**config.mk**
```make
export PLATFORM = sky130hd
export DESIGN_NAME = led_scan_sequencer
export DESIGN_NICKNAME = d
export VERILOG_FILES = /design/src/rtl/led_scan_sequencer.sv
export SDC_FILE = /design/constraint.sdc
export NUM_CORES = 1
export LEC_CHECK = 0
export CORE_ASPECT_RATIO = 1.1
export CORE_UTILIZATION = 55
export CTS_CLUSTER_DIAMETER = 100
export DETAILED_ROUTE_END_ITERATION = 10
export GPL_TIMING_DRIVEN = 1
export HOLD_SLACK_MARGIN = 0.12
export PLACE_DENSITY = 0.77
export SKIP_CTS_REPAIR_TIMING = 1
export SYNTH_ARGS = -nofsm -noshare
export SYNTH_HDL_FRONTEND = slang
export SYNTH_SLANG_ARGS = --single-unit
```
**constraint.sdc**
```tcl
create_clock -name in_clk -period 4.54 [get_ports in_clk]
set_input_delay 0.454 -clock in_clk [delete_from_list [all_inputs] [get_ports in_clk]]
set_output_delay 0.454 -clock in_clk [all_outputs]
set_load 0.05 [all_outputs]
```
**src/rtl/led_scan_sequencer.sv**
```systemverilog
// Scan sequencer for an AL422-fed HUB LED panel. It rewinds and reads the frame FIFO, paces
// pixel delivery, drives latch/oe_n/row select and steps the PWM plane counter.
module led_scan_sequencer #(
    parameter int unsigned COLS         = 64,
    parameter int unsigned ROWS         = 16,
    parameter int unsigned PWM_BITS     = 5,
    parameter int unsigned BLANK_CYCLES = 4,
    parameter int unsigned PIPE_LAT     = 2
) (
    input  logic                    in_clk,
    input  logic                    in_nrst,
    input  logic                    enable,
    output logic                    fifo_re_n,
    output logic                    fifo_rrst_n,
    output logic [7:0]              pwm_value,
    output logic                    pix_valid,
    output logic                    latch,
    output logic                    oe_n,
    output logic [$clog2(ROWS)-1:0] row_addr,
    output logic                    busy,
    output logic                    frame_done
);
    localparam int unsigned RowW   = $clog2(ROWS);
    localparam int unsigned Bytes  = 2 * COLS;
    localparam int unsigned CntTop = (Bytes > BLANK_CYCLES) ? Bytes : BLANK_CYCLES;
    localparam int unsigned CntW   = $clog2(CntTop + 1);

    typedef enum logic [2:0] {StIdle, StRrst, StShift, StBlank, StLatch} state_e;

    state_e              state_q, state_d;
    logic [CntW-1:0]     cnt_q, cnt_d;
    logic [RowW-1:0]     row_q, row_d;
    logic [RowW-1:0]     row_addr_q, row_addr_d;
    logic [PWM_BITS-1:0] pwm_q, pwm_d;
    logic                lit_q, lit_d;
    logic [PIPE_LAT-1:0] pipe_q, pipe_d;
    logic                re_n_q, re_n_d;
    logic                rrst_n_q, rrst_n_d;
    logic                latch_q, latch_d;
    logic                oe_n_q, oe_n_d;
    logic                busy_q, busy_d;
    logic                fdone_q, fdone_d;

    always_comb begin
        state_d    = state_q;
        cnt_d      = cnt_q;
        row_d      = row_q;
        row_addr_d = row_addr_q;
        pwm_d      = pwm_q;
        lit_d      = lit_q;
        fdone_d    = 1'b0;
        unique case (state_q)
            StIdle: begin
                lit_d = 1'b0;
                cnt_d = '0;
                if (enable) begin
                    state_d = StRrst;
                end
            end
            StRrst: begin
                row_d = '0;
                if (cnt_q == CntW'(1)) begin
                    cnt_d   = '0;
                    state_d = StShift;
                end else begin
                    cnt_d = cnt_q + 1'b1;
                end
            end
            StShift: begin
                if (cnt_q == CntW'(Bytes - 1)) begin
                    cnt_d      = '0;
                    row_addr_d = row_q;
                    state_d    = StBlank;
                end else begin
                    cnt_d = cnt_q + 1'b1;
                end
            end
            StBlank: begin
                if (cnt_q == CntW'(BLANK_CYCLES - 1)) begin
                    cnt_d   = '0;
                    state_d = StLatch;
                    // Pulse lands on the latch of the last row of the last plane.
                    fdone_d = (row_q == RowW'(ROWS - 1)) && (&pwm_q);
                end else begin
                    cnt_d = cnt_q + 1'b1;
                end
            end
            StLatch: begin
                lit_d = 1'b1;
                if (row_q != RowW'(ROWS - 1)) begin
                    row_d   = row_q + 1'b1;
                    state_d = StShift;
                end else begin
                    pwm_d   = pwm_q + 1'b1;
                    state_d = enable ? StRrst : StIdle;
                end
            end
            default: state_d = StIdle;
        endcase
    end

    // Outputs are registered from the next state so they line up with state_q.
    always_comb begin
        rrst_n_d = (state_d != StRrst);
        re_n_d   = (state_d != StShift);
        latch_d  = (state_d == StLatch);
        busy_d   = (state_d != StIdle);
        oe_n_d   = !(lit_d && ((state_d == StShift) || (state_d == StRrst)));
    end

    // Every odd byte completes a pixel; it emerges PIPE_LAT cycles later.
    always_comb begin
        pipe_d    = pipe_q;
        pipe_d[0] = (state_q == StShift) && cnt_q[0];
        for (int i = 1; i < int'(PIPE_LAT); i++) begin
            pipe_d[i] = pipe_q[i-1];
        end
    end

    always_ff @(posedge in_clk or negedge in_nrst) begin
        if (!in_nrst) begin
            state_q    <= StIdle;
            cnt_q      <= '0;
            row_q      <= '0;
            row_addr_q <= '0;
            pwm_q      <= '0;
            lit_q      <= 1'b0;
            pipe_q     <= '0;
            re_n_q     <= 1'b1;
            rrst_n_q   <= 1'b1;
            latch_q    <= 1'b0;
            oe_n_q     <= 1'b1;
            busy_q     <= 1'b0;
            fdone_q    <= 1'b0;
        end else begin
            state_q    <= state_d;
            cnt_q      <= cnt_d;
            row_q      <= row_d;
            row_addr_q <= row_addr_d;
            pwm_q      <= pwm_d;
            lit_q      <= lit_d;
            pipe_q     <= pipe_d;
            re_n_q     <= re_n_d;
            rrst_n_q   <= rrst_n_d;
            latch_q    <= latch_d;
            oe_n_q     <= oe_n_d;
            busy_q     <= busy_d;
            fdone_q    <= fdone_d;
        end
    end

    assign fifo_re_n   = re_n_q;
    assign fifo_rrst_n = rrst_n_q;
    assign pwm_value   = 8'(pwm_q);
    assign pix_valid   = pipe_q[PIPE_LAT-1];
    assign latch       = latch_q;
    assign oe_n        = oe_n_q;
    assign row_addr    = row_addr_q;
    assign busy        = busy_q;
    assign frame_done  = fdone_q;

endmodule

```
# Word level (Yosys, flattened, before mapping)
# Cells that the tools add are included.
# Widths: inputs -> output; s select.
totals:
  regBits: 33
  out_inout_bits: 19
  elab_cells: 61
  input_bits: 3
op_classes:
  mux: 16
  bitwise_logic: 1
  n_eq_ne: 15
  n_addsub: 3
  reduce_logical: 13
op_table:
  columns: ["cell", "n"]
  rows:
  - ["$pmux 8 s4", 1]
  - ["$mux 8", 3]
  - ["$pmux 3 s5", 1]
  - ["$mux 3", 4]
  - ["$eq 3x2->1 const B", 3]
  - ["$add 8x1->8 const B", 1]
  - ["$eq 8x1->1 const B", 1]
  - ["$eq 8x2->1 const B", 1]
  - ["$eq 8x7->1 const B", 1]
  - ["$pmux 4 s2", 1]
  - ["$eq 3x1->1 const B", 2]
  - ["$eq 3x3->1 const B", 2]
  - ["$reduce_and 2->1", 3]
  - ["$add 5x1->5 const B", 1]
  - ["$reduce_and 5->1", 1]
  - ["$add 4x1->4 const B", 1]
  - ["$eq 4x4->1 const B", 1]
  - ["$mux 4", 1]
  - ["$ne 4x4->1 const B", 1]
  - ["$reduce_bool 4->1", 1]
  - ["$logic_and 1x1->1", 3]
  - ["$logic_not 3->1", 1]
  - ["$mux 1", 3]
  - ["$ne 3x1->1 const B", 1]
  - ["other kinds (9)", 9]

# Longest topological paths before layout
# Gate-level depths: netlist of run 1.
depth:
  ltp_word: 7
  depth_mapped: 8
  mapped_depth_nobuf: 8

# Worst setup path before layout of run 1
# Ideal clock, no wire load.
synth_path:
  path_type: "register -> register"
  start: "register cnt_q[5]"
  end: "register cnt_q[5]"
  arrival_time_ns: 1.810
  setup_time_ns: 0.124
  path_slack_ns: 2.606
  path_stages_with_launch: 7
  t_required_ns: 4.416
  cell_sequence: "dfrtp_1 > buf_6 > or4_4 > o31ai_1 > o21a_2 > nor2_1 > a211o_1"
synth_via:
  elab_chain_cells: 3
  word_cells_on_any_way: 8
  classes_between: "1 x add/sub; 3 x eq/ne; 4 x mux"
synth_lines:
  columns: ["element", "line", "rtl"]
  rows:
  - ["start, declared", "31", "logic [CntW-1:0] cnt_q, cnt_d;"]
  - ["start signal, assigned", "137", "cnt_q <= cnt_d;"]
  - ["$add 8x1->8 (tied with other cells)", "66, 75, 85", null]
  - ["$mux 8 (on tied branches)", "79, 62, 70", null]
  - ["$pmux 8 s4 (*)", "52", "unique case (state_q)"]
# Every way passes the cells marked *; elsewhere a longest branch is shown, timed or not.
# A chain may end at the register's enable or synchronous reset.

# Final worst setup path of run 1
layout_path:
  start: "register re_n_q (netlist: fifo_re_n)"
  end: "output fifo_re_n"
layout_rtl:
  columns: ["element", "line", "rtl"]
  rows:
  - ["start, declared", "37", "logic re_n_q, re_n_d;"]
  - ["start signal, assigned", "143", "re_n_q <= re_n_d;"]
  - ["end, declared", "13", "output logic fifo_re_n,"]
# No word-level cell between the ends.

==> reports/metrics.yaml, run 1 <==
run_status:
  status: "finished, final reports clean"
timing:
  min_period_over_period: 0.469
  rsz0062_at_grt: "no"
  min_period_ps: 2130
  maxClockFrequency_ghz: 0.470
  holdWs_ps: 361
  hold_viol_final: 0
  slew_headroom: 0.653
  setup_viol: 0
  maxSlewViolCount: 0
  worst_pin_slew_ps: 519
  finalSetupTns_ps: 0
  finalWorstSetupSlack_ps: 2410
  finClkSkew_ps: 9.92
yosys:
  syn_area_um2: 1630
  syn-mean-instance-area_um2: 10.5
  synth_edf_count: 0
  netlist-cell-type-count: 45
  syn_inst: 155
  synth_largest_area_cell: "dfrtp_1"
  ys_top_cells_by_area: "dfrtp_1 46%, dfstp_2 4.8%, nand2_1 4.4%"
  yosysSeqAreaShare: 0.509
  yosys_warnings: 0
  synthDominantCellAreaShare: 0.461
  ys.flop_type: "dfrtp_1"
  synth_seq_cells: 33
  synthArstFlopShare: 1.00
worst_setup_path:
  setup.worst_path.end_class: "output port"
  slowest_stage: "clkdlybuf4s50_1"
  max_stage_delay_ps: 810
  path_class: "reg -> out"
  cp.arrival_ps: 1670
  crit_path_start_kind: "register"
  cp.required_ps: 4090
  path_delay_family: "buffers and inverters"
  worst-path-max-fanout: 1
  cp_cell_sequence: "clkdlybuf4s50_1"
  path_buf_inv: 1
clock_network:
  cts_buffers: 5
  h-tree-depth: 2
  worstSkewPairLatency_ps: 330
  clk_pin_slew_ps: 100
  tritoncts: "yes"
  cts_sinks: 33
  cts_root_buf: "clkbuf_4"
  clk_path_buf_depth: 2
floorplan:
  start_util: 0.586
  die_area_um2: 3180
  die_y_um: 59.1
  io_pins: 22
  core_um2: 2780
  die_w_um: 53.9
  num_rows: 20
cells_and_area:
  final_util: 0.676
  finalNonFillerCells: 210
  fin_area_um2: 1880
  nFillCells: 228
  seq_area_um2: 830
  syn_to_final_growth_pct: 15.3
  drive_above_1_share: 0.136
  antenna_cells: 0
  nNetsFinal: 184
  multi_input_comb_area_um2: 712
global_routing:
  overflow: 0
  grt_max_degree: 34
  grt_pass1_wl_um: 5240
  antenna_found_initial: 0
  grt_use_total: 0.235
  first_global_vias: 1118
power:
  power.total_mw: 0.970
  vdd_drop_max_mv: 0.347
  pwr-share-seq: 0.427
  p_switching_mw: 0.367
  swShare: 0.378
  p_leak_nw: 0.868
  clkPwrFrac: 0.233
  p_int_mw: 0.603
  p_per_area_nw_per_um2: 517
  comb_power_share: 0.339
routing:
  detail_route.vias_per_cell: 5.77
  ant_nets: 0
  wirelength_um: 3170
  dr.pass1.iters: 6
  drt-initial-drc-count: 22
  wl_per_cell_um: 15.1
  drc: 0
  num_vias: 1211
run:
  drv_cap: 0
placement:
  dp_cells: 202
  place_area_um2: 1790
  place_hpwl_um: 2330
  pre_cts_slack_ps: 2500
  port_buffers: 18
  gp_congestion: 0.836
hold_path:
  hold_class: "reg -> reg"
layout by cell type (no fill, tap or decap), types with 5 or more instances in the layout:
master	Yosys	layout
nor2_1	14	14
inv_1	6	6
a21oi_1	5	5
dfrtp_1	30	30
clkbuf_4	0	5
nand3_1	7	7
clkdlybuf4s50_1	0	18
xnor2_1	5	5
nand2_1	19	19
ha_1	5	5
path summary, 6_finish.rpt:
path | start | to | slack, ps | cells past startpoint
min reg2reg | pipe_q[0] | pipe_q[1] | 360 | 0
min | pipe_q[0] | pipe_q[1] | 360 | 0
max | fifo_re_n | fifo_re_n | 2410 | 1
max in group asynchronous | in_nrst | oe_n | 3700 | 2
min in group asynchronous | in_nrst | cnt_q[3] | 510 | 2
max reg2reg | cnt_q[5] | cnt_q[5] | 2470 | 5
cells in the mapped netlist (all sizes together) (2+ instances only):
cell    count
inv         6
nand4       4
nand2      20
dfrtp      30
nor2       14
nor3        5
a22o        2
mux2i       2
o21ai       4
xnor2       5
mux2        4
and3        5
o22ai       3
nand2b      3
nand3       7
dfstp       3
ha          5
buf         5
clkbuf      2
a21oi       5
power groups by stage:
stage          Sequential [mW]  Combinational, mW  Clock (mW)
3_5_place_dp             0.419              0.324           0
5_1_grt                  0.422              0.358       0.248
4_1_cts                  0.414              0.327       0.233
6_report                 0.415              0.329       0.227
3_3_place_gp             0.416              0.316           0
2_1_floorplan            0.438              0.237           0
per-layer routing:
layer,vias up,global-route usage,wire length [um],part of all wire
met3,5,0.0769,108,0.034
li1,589,-,-,-
met4,0,0.0827,45,0.014
met5,-,0,0,0
met2,18,0.370,1630,0.51
met1,599,0.298,1390,0.44
flip-flops by register name (all words and copies together) (netlist names), 2 cells and up:
| signal | cells |
|---|---|
| state_q | 3 |
| pipe_q | 2 |
| row_addr | 4 |
| row_q | 4 |
| cnt_q | 8 |
| pwm_q | 5 |
logic make-up (layout without fill, tap and decap cells):
| kind of cell | count (synthesis) | after routing | synth area share |
|---|---|---|---|
| other cells | 1 | 3 | 0.00230 |
| xor+xnor | 6 | 6 | 0.0323 |
| fa+ha+maj | 5 | 5 | 0.0384 |
| simple gates | 65 | 65 | 0.205 |
| flops | 33 | 33 | 0.509 |
| buf+inv | 13 | 33 | 0.0584 |
| compound gates | 26 | 26 | 0.114 |
| mux | 6 | 6 | 0.0399 |
area by class of cell:
class	instances	area share
clock buffers	7	0.0293
clock inverters	1	0.0160
inverters	6	0.0120
multi-input cells	111	0.379
flip-flops and latches	33	0.442
well taps	33	0.0220
repair buffers	19	0.0999
Note: power is estimated with default switching activity, not from simulation.
==> run 2: changes to the inputs <==
--- a/config.mk
+++ b/config.mk
@@ -6,12 +6,12 @@
 export NUM_CORES = 1
 export LEC_CHECK = 0
 export CORE_ASPECT_RATIO = 1.1
-export CORE_UTILIZATION = 55
+export CORE_UTILIZATION = 54
 export CTS_CLUSTER_DIAMETER = 100
 export DETAILED_ROUTE_END_ITERATION = 10
 export GPL_TIMING_DRIVEN = 1
 export HOLD_SLACK_MARGIN = 0.12
-export PLACE_DENSITY = 0.77
+export PLACE_DENSITY = 0.76
 export SKIP_CTS_REPAIR_TIMING = 1
 export SYNTH_ARGS = -nofsm -noshare
 export SYNTH_HDL_FRONTEND = slang
==> constraint.sdc (replaced) <==
create_clock -name in_clk -period 2.12 [get_ports in_clk]
set_input_delay 0.212 -clock in_clk [delete_from_list [all_inputs] [get_ports in_clk]]
set_output_delay 0.212 -clock in_clk [all_outputs]
set_load 0.05 [all_outputs]
==> run 2 against run 1 <==
  * Final area up 0.40%
  * Via count up 0.41%
  * First-iteration DRC count up 100%
  * Sequential power up 100%
  * Sequential share of layout area down 0.18 points
  * Highest routed layer unchanged
  * Clock-buffer cell count up 1
  * Utilization down 0.93 points
==> reports/metrics.yaml, run 2 (synthesis gave the netlist of run 1 again) <==
global_routing:
  grt_use_total: 0.234  # was 0.235
  overflow: 0  # unchanged
  first_global_vias: 1185  # was 1118
  grt_max_degree: 34  # unchanged
  antenna_found_initial: 0  # unchanged
  grt_pass1_wl_um: 5210  # was 5240 um
floorplan:
  core_um2: 2830  # was 2780 um2
  die_y_um: 59.6  # was 59.1 um
  start_util: 0.576  # was 0.586
  num_rows: 20  # unchanged
  die_w_um: 54.4  # was 53.9 um
  die_area_um2: 3240  # was 3180 um2
  io_pins: 22  # unchanged
power:
  power.total_mw: 1.97  # was 0.970 mW
  p_int_mw: 1.19  # was 0.603 mW
  p_per_area_nw_per_um2: 1050  # was 517 nW/um2
  clkPwrFrac: 0.172  # was 0.233
  comb_power_share: 0.405  # was 0.339
  vdd_drop_max_mv: 0.711  # was 0.347 mV
  pwr-share-seq: 0.423  # was 0.427
  p_switching_mw: 0.786  # was 0.367 mW
  swShare: 0.399  # was 0.378
  p_leak_nw: 0.876  # was 0.868 nW
timing:
  worst_pin_slew_ps: 502  # was 519 ps
  finalSetupTns_ps: 0  # unchanged
  finClkSkew_ps: 7.53  # was 9.92 ps
  setup_viol: 0  # unchanged
  maxSlewViolCount: 0  # unchanged
  slew_headroom: 0.664  # was 0.653
  rsz0062_at_grt: "no"  # unchanged
  hold_viol_final: 0  # unchanged
  maxClockFrequency_ghz: 0.501
  min_period_ps: 2000
  min_period_over_period: 0.941
routing:
  wirelength_um: 3140  # was 3170 um
  detail_route.vias_per_cell: 5.66  # was 5.77
  ant_nets: 0  # unchanged
  num_vias: 1216  # was 1211
  drt-initial-drc-count: 44  # was 22
  dr.pass1.iters: 6  # unchanged
  wl_per_cell_um: 14.6  # was 15.1 um
  drc: 0  # unchanged
run_status:
  status: "finished, final reports clean"  # unchanged
worst_setup_path:
  max_stage_delay_ps: 540  # was 810 ps
  cp.required_ps: 2360  # was 4090 ps
  path_class: "reg -> reg"  # was reg -> out
  cp.arrival_ps: 2240  # was 1670 ps
  slowest_stage: "or4_4"  # was clkdlybuf4s50_1
  crit_path_start_kind: "register"  # unchanged
  cp_cell_sequence: "or4_4 > o31ai_1 > o21a_2 > nor2_1 > a211o_1"  # was clkdlybuf4s50_1
  setup.worst_path.end_class: "register"  # was output port
  path_delay_family: "compound AO/OA/AOI/OAI gates"  # was buffers and inverters
  worst-path-max-fanout: 7  # was 1
  path_buf_inv: 0  # was 1
cells_and_area:
  top_register: "cnt_q"  # unchanged
  syn_to_final_growth_pct: 15.7  # was 15.3%
  nNetsFinal: 189  # was 184
  largest_registers: "cnt_q: 8 flops, pwm_q: 5 flops"  # unchanged
  nFillCells: 216  # was 228
  final_util: 0.667  # was 0.676
  largest_register_ffs: 8  # unchanged
  antenna_cells: 0  # unchanged
  layout_common_cells: "30 x dfrtp_1, 19 x nand2_1, 18 x clkdlybuf4s50_1"  # unchanged
  final_common_cell: "dfrtp_1"  # unchanged
  drive_above_1_share: 0.154  # was 0.136
placement:
  place_hpwl_um: 2290  # was 2330 um
  gp_congestion: 0.864  # was 0.836
  port_buffers: 18  # unchanged
clock_network:
  h-tree-depth: 2  # unchanged
  clk_path_buf_depth: 2  # unchanged
  cts_buffers: 5  # unchanged
  cts_sinks: 33  # unchanged
  worstSkewPairLatency_ps: 350  # was 330 ps
  cts_root_buf: "clkbuf_4"  # unchanged
  clk_pin_slew_ps: 100  # about the same
  tritoncts: "yes"  # unchanged
hold_path:
  hold_class: "in -> async"  # was reg -> reg
run:
  drv_cap: 0  # unchanged
[run 2: cell types whose count changed in the layout (fill, tap and decap cells not counted), sizes merged]
| cell | before | now |
|---|---|---|
| buf | 1 | 6 |
| bufinv | 1 | 0 |
| clkbuf | 7 | 8 |
[run 2: routing by layer]
metal	track usage	wire length, um	vias to the layer above
met5	0	0	-
met4	0.125	68	0
met3	0.100	146	8
met2	0.354	1580	27
met1	0.278	1350	591
li1	-	-	590
[run 2: power groups by stage]
stage / logic [mW] / clock network [mW] / registers, mW
floorplan: 0.508 / 0 / 0.938
global placement: 0.775 / 0 / 0.837
detailed placement: 0.798 / 0 / 0.845
CTS: 0.802 / 0.344 / 0.832
global route: 0.878 / 0.373 / 0.849
finish: 0.799 / 0.338 / 0.834
[run 2: final timing paths]
check	cells after the start	slack, ps	from	endpoint
worst max-delay path	5	120	cnt_q[6]	cnt_q[5]
worst min-delay path	2	250	in_nrst	cnt_q[1]
worst max register to register	5	120	cnt_q[6]	cnt_q[5]
worst min register to register	0	360	pipe_q[0]	pipe_q[1]
max in group asynchronous	2	1550	in_nrst	fifo_re_n
min in group in_clk	0	360	pipe_q[0]	pipe_q[1]
[run 2: layout make-up]
cell class | count | area (um2) | share of cell area
multi-input combinational | 111 | 718 | 0.381
inverter | 6 | 22.5 | 0.0119
clock buffer | 8 | 48.8 | 0.0259
tap | 33 | 41.3 | 0.0219
timing repair buffer | 24 | 225 | 0.119
sequential | 33 | 830 | 0.440
[run 2: metrics by stage]
| stage | hold slack [ps] | instance area, um2 | setup WS [ps] | cells |
|---|---|---|---|---|
| floorplan | -83.6 | 1640 | 186 | 157 |
| global placement | 342 | 1830 | 199 | 207 |
| detailed placement | 344 | 1830 | 143 | 207 |
| CTS | 258 | 1880 | 129 | 215 |
| global route | 294 | 1890 | 22.5 | 215 |
| finish | 246 | 1890 | 124 | 215 |
